$ cat config.mk
export PLATFORM = sky130hd
export DESIGN_NAME = spi_burst_sequencer
export DESIGN_NICKNAME = d
export VERILOG_FILES = /design/src/rtl/spi_burst_sequencer.sv
export SDC_FILE = /design/constraint.sdc
export NUM_CORES = 1
export LEC_CHECK = 0
export CORE_ASPECT_RATIO = 0.8
export CORE_UTILIZATION = 60
export DETAILED_ROUTE_END_ITERATION = 7
export PLACE_DENSITY = 0.89
export RECOVER_POWER = 50
export SETUP_SLACK_MARGIN = 0.15
export SKIP_CTS_REPAIR_TIMING = 1
export SLEW_MARGIN = 40
export SYNTH_ARGS = -nofsm -noshare
export SYNTH_HDL_FRONTEND = slang
export SYNTH_SLANG_ARGS = --single-unit
$ cat constraint.sdc
create_clock -name clk -period 5.95 [get_ports clk]
set_input_delay 1.19 -clock clk [delete_from_list [all_inputs] [get_ports clk]]
set_output_delay 1.19 -clock clk [all_outputs]
set_load 0.01 [all_outputs]
$ cat src/rtl/spi_burst_sequencer.sv
// spi_burst_sequencer
//   Runs a multi-byte SPI burst through the IO register map without CPU
//   involvement. Software fills the TX FIFO and pulses go. For each byte the
//   block writes the SPI data register (addr 4) with the start bit set, then
//   writes it again with the start bit clear. It polls the status register
//   (addr 9) through a rising and a falling busy edge, then reads the received
//   byte from addr 4 into the RX FIFO.
//
// Ports
//   clk, rst            clock, asynchronous active-high reset
//   tx_wr/tx_data       TX FIFO push (ignored when tx_full); tx_full flag
//   rx_rd/rx_data       RX FIFO pop (ignored when rx_empty); rx_data is the head entry
//   rx_empty            RX FIFO empty flag
//   go                  start a burst (accepted only in IDLE with TX non-empty)
//   busy, done, err     status: busy outside IDLE, one-cycle done, sticky err
//                       (bit0 timeout, bit1 RX overflow)
//   io_req/io_gnt       bus request/grant with the system arbiter
//   io_cs/io_write/io_read/io_addr/io_dout/io_din  IO register bus
//
// Bus handshake: io_req is held from REQ through READ. A bus cycle takes
// place on every rising edge where the state drives a strobe and io_gnt is
// high. With io_gnt low, all bus outputs are 0 and the FSM holds its state.
module spi_burst_sequencer #(
  parameter int DEPTH   = 16,
  parameter int TIMEOUT = 1023
) (
  input  logic        clk,
  input  logic        rst,
  input  logic        tx_wr,
  input  logic [7:0]  tx_data,
  output logic        tx_full,
  input  logic        rx_rd,
  output logic [7:0]  rx_data,
  output logic        rx_empty,
  input  logic        go,
  output logic        busy,
  output logic        done,
  output logic [1:0]  err,
  output logic        io_req,
  input  logic        io_gnt,
  output logic        io_cs,
  output logic        io_write,
  output logic        io_read,
  output logic [13:0] io_addr,
  output logic [15:0] io_dout,
  input  logic [15:0] io_din
);
  localparam int PW = $clog2(DEPTH);
  localparam int CW = PW + 1;
  localparam int TW = (TIMEOUT > 1) ? $clog2(TIMEOUT) : 1;
  localparam logic [TW-1:0] TMO_LAST  = TW'(TIMEOUT - 1);
  localparam logic [CW-1:0] FIFO_FULL = CW'(DEPTH);
  localparam logic [13:0]   ADDR_DATA = 14'd4;
  localparam logic [13:0]   ADDR_STAT = 14'd9;

  typedef enum logic [2:0] {
    S_IDLE, S_REQ, S_LOAD, S_CLR, S_WAIT_HI, S_WAIT_LO, S_READ, S_DONE
  } state_e;

  state_e         state_q, state_d;
  logic [PW-1:0]  tx_wp_q, tx_wp_d, tx_rp_q, tx_rp_d;
  logic [PW-1:0]  rx_wp_q, rx_wp_d, rx_rp_q, rx_rp_d;
  logic [CW-1:0]  tx_cnt_q, tx_cnt_d, rx_cnt_q, rx_cnt_d;
  logic [CW-1:0]  rem_q, rem_d;
  logic [7:0]     byte_q, byte_d;
  logic [TW-1:0]  tmo_q, tmo_d;
  logic [1:0]     err_q, err_d;

  logic [7:0]     tx_mem [DEPTH];
  logic [7:0]     rx_mem [DEPTH];

  logic tx_push, tx_pop, tx_flush, rx_push, rx_pop, rx_full;
  logic [7:0] tx_head;
  logic io_din_unused;

  assign io_din_unused = ^io_din[15:8];
  assign tx_head  = tx_mem[tx_rp_q];
  assign rx_data  = rx_mem[rx_rp_q];
  assign tx_full  = (tx_cnt_q == FIFO_FULL);
  assign rx_full  = (rx_cnt_q == FIFO_FULL);
  assign rx_empty = (rx_cnt_q == '0);
  assign busy     = (state_q != S_IDLE);
  assign done     = (state_q == S_DONE);
  assign io_req   = (state_q != S_IDLE) && (state_q != S_DONE);
  assign err      = err_q;

  // Next state, burst bookkeeping and FIFO pointers.
  always_comb begin
    state_d  = state_q;
    rem_d    = rem_q;
    byte_d   = byte_q;
    tmo_d    = tmo_q;
    err_d    = err_q;
    tx_pop   = 1'b0;
    tx_flush = 1'b0;
    rx_push  = 1'b0;

    case (state_q)
      S_IDLE: begin
        if (go && (tx_cnt_q != '0)) begin
          state_d = S_REQ;
          rem_d   = tx_cnt_q;   // bytes pushed later wait for the next go
          err_d   = '0;
        end
      end
      S_REQ: begin
        if (io_gnt) state_d = S_LOAD;
      end
      S_LOAD: begin
        // The byte is kept for the CLR write because the pop moves the TX head.
        if (io_gnt) begin
          byte_d  = tx_head;
          tx_pop  = (tx_cnt_q != '0);
          state_d = S_CLR;
        end
      end
      S_CLR: begin
        if (io_gnt) begin
          tmo_d   = '0;
          state_d = S_WAIT_HI;
        end
      end
      S_WAIT_HI: begin
        if (io_gnt) begin
          if (io_din[0]) begin
            tmo_d   = '0;
            state_d = S_WAIT_LO;
          end else if (tmo_q == TMO_LAST) begin
            err_d[0] = 1'b1;
            tx_flush = 1'b1;
            state_d  = S_DONE;
          end else begin
            tmo_d = tmo_q + 1'b1;
          end
        end
      end
      S_WAIT_LO: begin
        if (io_gnt) begin
          if (!io_din[0]) begin
            state_d = S_READ;
          end else if (tmo_q == TMO_LAST) begin
            err_d[0] = 1'b1;
            tx_flush = 1'b1;
            state_d  = S_DONE;
          end else begin
            tmo_d = tmo_q + 1'b1;
          end
        end
      end
      S_READ: begin
        if (io_gnt) begin
          if (rx_full) err_d[1] = 1'b1;   // byte is dropped, burst continues
          else         rx_push  = 1'b1;
          rem_d   = rem_q - 1'b1;
          state_d = (rem_q == CW'(1)) ? S_DONE : S_LOAD;
        end
      end
      S_DONE:  state_d = S_IDLE;
      default: state_d = S_IDLE;
    endcase

    tx_push = tx_wr && !tx_full && !tx_flush;
    rx_pop  = rx_rd && !rx_empty;

    tx_wp_d  = tx_wp_q;
    tx_rp_d  = tx_rp_q;
    tx_cnt_d = tx_cnt_q;
    if (tx_flush) begin
      tx_wp_d  = '0;
      tx_rp_d  = '0;
      tx_cnt_d = '0;
    end else begin
      if (tx_push) tx_wp_d = tx_wp_q + 1'b1;
      if (tx_pop)  tx_rp_d = tx_rp_q + 1'b1;
      if (tx_push && !tx_pop)      tx_cnt_d = tx_cnt_q + 1'b1;
      else if (!tx_push && tx_pop) tx_cnt_d = tx_cnt_q - 1'b1;
    end

    rx_wp_d  = rx_push ? rx_wp_q + 1'b1 : rx_wp_q;
    rx_rp_d  = rx_pop  ? rx_rp_q + 1'b1 : rx_rp_q;
    rx_cnt_d = rx_cnt_q;
    if (rx_push && !rx_pop)      rx_cnt_d = rx_cnt_q + 1'b1;
    else if (!rx_push && rx_pop) rx_cnt_d = rx_cnt_q - 1'b1;
  end

  // Bus outputs decoded from the registered state and gated by the grant.
  always_comb begin
    io_cs    = 1'b0;
    io_write = 1'b0;
    io_read  = 1'b0;
    io_addr  = '0;
    io_dout  = '0;
    if (io_gnt) begin
      case (state_q)
        S_LOAD: begin
          io_cs = 1'b1; io_write = 1'b1; io_addr = ADDR_DATA;
          io_dout = {7'b0, 1'b1, tx_head};
        end
        S_CLR: begin
          io_cs = 1'b1; io_write = 1'b1; io_addr = ADDR_DATA;
          io_dout = {7'b0, 1'b0, byte_q};
        end
        S_WAIT_HI, S_WAIT_LO: begin
          io_cs = 1'b1; io_read = 1'b1; io_addr = ADDR_STAT;
        end
        S_READ: begin
          io_cs = 1'b1; io_read = 1'b1; io_addr = ADDR_DATA;
        end
        default: ;
      endcase
    end
  end

  always_ff @(posedge clk) begin
    if (tx_push) tx_mem[tx_wp_q] <= tx_data;
    if (rx_push) rx_mem[rx_wp_q] <= io_din[7:0];
  end

  always_ff @(posedge clk or posedge rst) begin
    if (rst) begin
      state_q  <= S_IDLE;
      tx_wp_q  <= '0;
      tx_rp_q  <= '0;
      tx_cnt_q <= '0;
      rx_wp_q  <= '0;
      rx_rp_q  <= '0;
      rx_cnt_q <= '0;
      rem_q    <= '0;
      byte_q   <= '0;
      tmo_q    <= '0;
      err_q    <= '0;
    end else begin
      state_q  <= state_d;
      tx_wp_q  <= tx_wp_d;
      tx_rp_q  <= tx_rp_d;
      tx_cnt_q <= tx_cnt_d;
      rx_wp_q  <= rx_wp_d;
      rx_rp_q  <= rx_rp_d;
      rx_cnt_q <= rx_cnt_d;
      rem_q    <= rem_d;
      byte_q   <= byte_d;
      tmo_q    <= tmo_d;
      err_q    <= err_d;
    end
  end
endmodule

==> results.sh <==
export IMPL_async_flop_share=0.174
export IMPL_grt_pass1_vias=7128
export IMPL_pre_cts_ws_ns=0.993
export IMPL_critPathTopFamily="buffers and inverters"
export IMPL_totalNegativeSetupSlack_ns=0
export IMPL_worst_slack_ns=0.777
export IMPL_path_buf_inv=5
export IMPL_status="complete, but fails checks"
export IMPL_netlist_area_um2=13300
export IMPL_yosysTopAreaCell="edfxtp_1"
export IMPL_drt_antenna_violating_nets=0
export IMPL_initialDrtViolationCount=714
export IMPL_ys_types=58
export IMPL_rows=48
export IMPL_critical_path_class="input pin to output port"
export IMPL_drc_errors=0
export IMPL_ys_warn_count=0
export IMPL_cts_path_max_buffers=3
export IMPL_start_util=0.614
export IMPL_finalHoldWorstSlack_ns=0.483
export IMPL_peakVddDrop_mv=0.224
export IMPL_synth_area_leaders="edfxtp_1 58%, mux4_2 12%, dfrtp_1 10%"
export IMPL_synth_seq_cells=310
export IMPL_clock_sinks=310
export IMPL_port_buffers=51
export IMPL_ff2ff_setup_slack_ns=2.54
export IMPL_power_leakage_nw=5.25
export IMPL_drive_gt1_frac=0.177
export IMPL_relSlewSlack=-0.588
export IMPL_dpl_hpwl_mm=16.7
export IMPL_antenna_found_initial=1
export IMPL_netlist_top_cells_count="256 x edfxtp_1, 72 x mux4_2, 54 x dfrtp_1"
export IMPL_crit_path_cell_trace="dlygate4sd3_1, buf_4, nand4bb_1, buf_4, inv_1, nand2_1, o22ai_1, a21o_1, clkdlybuf4s50_1"
export IMPL_first_pass_iters=6
export IMPL_regArea_um2=9050
export IMPL_violations="capacitance limit, slew limit"
export IMPL_max_cap_violations=1
export IMPL_finalSetupViolCount=0
export IMPL_worst_pin_slew_ns=2.38
export IMPL_die_h_um=135
export IMPL_ios=78
export IMPL_syn_inst=785
export IMPL_startpoint_type="input pin"
export IMPL_dp_cells=1111
export IMPL_hold_path_class="flip-flop to flip-flop"
export IMPL_final_cells=1167
export IMPL_gp_congestion=0.790
export IMPL_multiInputGateArea_um2=3940
export IMPL_grt_max_degree=55
export IMPL_period_minus_slack_ns=5.17
export IMPL_core_um2=21700
export IMPL_p_per_area_nw_per_um2=435
export IMPL_post_drt_via_cell_ratio=6.15
export IMPL_n_fill_cell=1335
export IMPL_grt_setup_unrepaired="false"
export IMPL_finalClockSkew_ns=0.0187
export IMPL_synth_most_common_cell="edfxtp_1"
export IMPL_arrival_ns=3.98
export IMPL_drt_wl_total_mm=26.4
export IMPL_cts_tree="done"
export IMPL_hold_viol=0
export IMPL_ys_seq_area_frac=0.679
export IMPL_final_max_slew_viol_count=45
export IMPL_syn_to_final_growth_pct=12.8
export IMPL_clk_pin_slew_ns=0.06
export IMPL_synth_edf_count=256
export IMPL_nNetsFinal=897
export IMPL_max_freq_mhz=193
export IMPL_die_x_um=169
export IMPL_crit_fanout=16
export IMPL_power_mw=6.53
export IMPL_grt_pass1_wl_mm=41.0
export IMPL_gr_total_overflow=0
export IMPL_syn_avg_cell_area_um2=17.0
export IMPL_crit_path_end_kind="output port"
export IMPL_critical_path_max_stage_delay_ns=0.68
export IMPL_num_vias=7176
export IMPL_required_ns=4.76
export IMPL_htreeDepth=1
export IMPL_clk_latency_ns=0.54
export IMPL_synth_top_area_frac=0.577
export IMPL_cts_buffers=29
export IMPL_grt_usage=0.241
export IMPL_synth_flop_cell="edfxtp_1"
export IMPL_crit_slowest_cell="dlygate4sd3_1"
export IMPL_crit_top_cell="buf_4"
export IMPL_wl_per_cell_um=22.6
export IMPL_root_buffer="clkbuf_16"
export IMPL_finalCritPeriodShare=0.869
export IMPL_die_area_um2=22800
-- logic make-up (layout without fill, tap and decap cells) --
kind of cell | after synthesis | in the layout | synth area share
muxes | 94 | 94 | 0.139
buffers and inverters | 79 | 143 | 0.0305
and+or+nand+nor | 168 | 168 | 0.0685
adders and majority gates | 24 | 24 | 0.0237
other | 1 | 19 | 0.000282
AOI/OAI and AO/OA | 82 | 82 | 0.0418
xor gates and xnor gates | 27 | 27 | 0.0178
DFF | 310 | 310 | 0.679
-- state kept, by name (all words and copies together) (netlist names) --
name and cells:
rx_wp_q 4, byte_q 8, tx_wp_q 4, tmo_q 10, err 2, tx_rp_q 4
state_q 3, rem_q 5, rx_mem 128, rx_cnt_q 5, tx_mem 128, rx_rp_q 4
tx_cnt_q 5
-- worst register-to-register path: cells and delay by family, from the launching register on --
kind / cells / cell delay [ns]
compound gates: 3 / 0.69
xor+xnor: 1 / 0.13
fa+ha+maj: 1 / 0.44
buf+inv: 1 / 0.23
flops: 1 / 0.74
simple gates: 5 / 1.12
-- where the power goes --
part / total [mW] / internal, mW / switching, mW / leakage [nW]
combinational: 1.66 / 0.937 / 0.725 / 1.81
clock: 1.84 / 1.07 / 0.773 / 0.465
sequential: 3.03 / 2.59 / 0.434 / 2.98
total: 6.53 / 4.60 / 1.93 / 5.25
-- final timing paths --
check	end	from	cells past startpoint
max in group asynchronous	rx_rp_q[0]	rst	4
worst max register to register	tx_cnt_q[4]	state_q[0]	11
min in group asynchronous	rx_rp_q[3]	rst	3
worst min register to register	byte_q[7]	byte_q[7]	1
worst min-delay path	byte_q[7]	byte_q[7]	1
worst max-delay path	io_dout[5]	io_gnt	9
-- through the flow --
stage,utilization,cell area [um^2]
floorplan,-,13400
global placement,0.649,14100
detailed placement,0.649,14100
CTS,0.693,15000
global route,0.693,15000
finish,0.693,15000
-- layout by cell type, fill, tap and decap left out, types with 5 or more instances in the layout --
master	instances
edfxtp_1	256
mux4_2	72
dfrtp_1	50
nand2_1	38
clkdlybuf4s50_1	32
nor2_1	31
clkbuf_16	29
and2_1	22
ha_1	22
a21o_1	20
inv_1	20
mux2i_1	20
dlygate4sd3_1	19
conb_1	18
o21ai_0	16
a21oi_1	15
xor2_1	14
buf_4	14
xnor2_1	13
nand4_1	13
nand3_1	11
o22ai_1	10
nor4_1	10
and3_1	7
clkinv_1	7
clkbuf_1	7
clkinv_2	7
a22o_1	5
-- layout make-up --
type / count / share of cell area
flip-flops and latches: 310 / 0.602
multi-input cells: 413 / 0.262
clock buffers: 33 / 0.0493
repair buffers: 68 / 0.0417
well taps: 300 / 0.0250
clock inverters: 21 / 0.0138
inverters: 21 / 0.00525
diodes: 1 / 0.000167
-- routing by layer --
metal | GRT usage | vias to the layer above | part of all wire
li1 | - | 3137 | -
met1 | 0.366 | 3701 | 0.44
met2 | 0.374 | 302 | 0.47
met3 | 0.0415 | 36 | 0.069
met4 | 0.0495 | 0 | 0.014
met5 | 0 | - | 0
No activity file was read; power rests on OpenSTA's default activity.
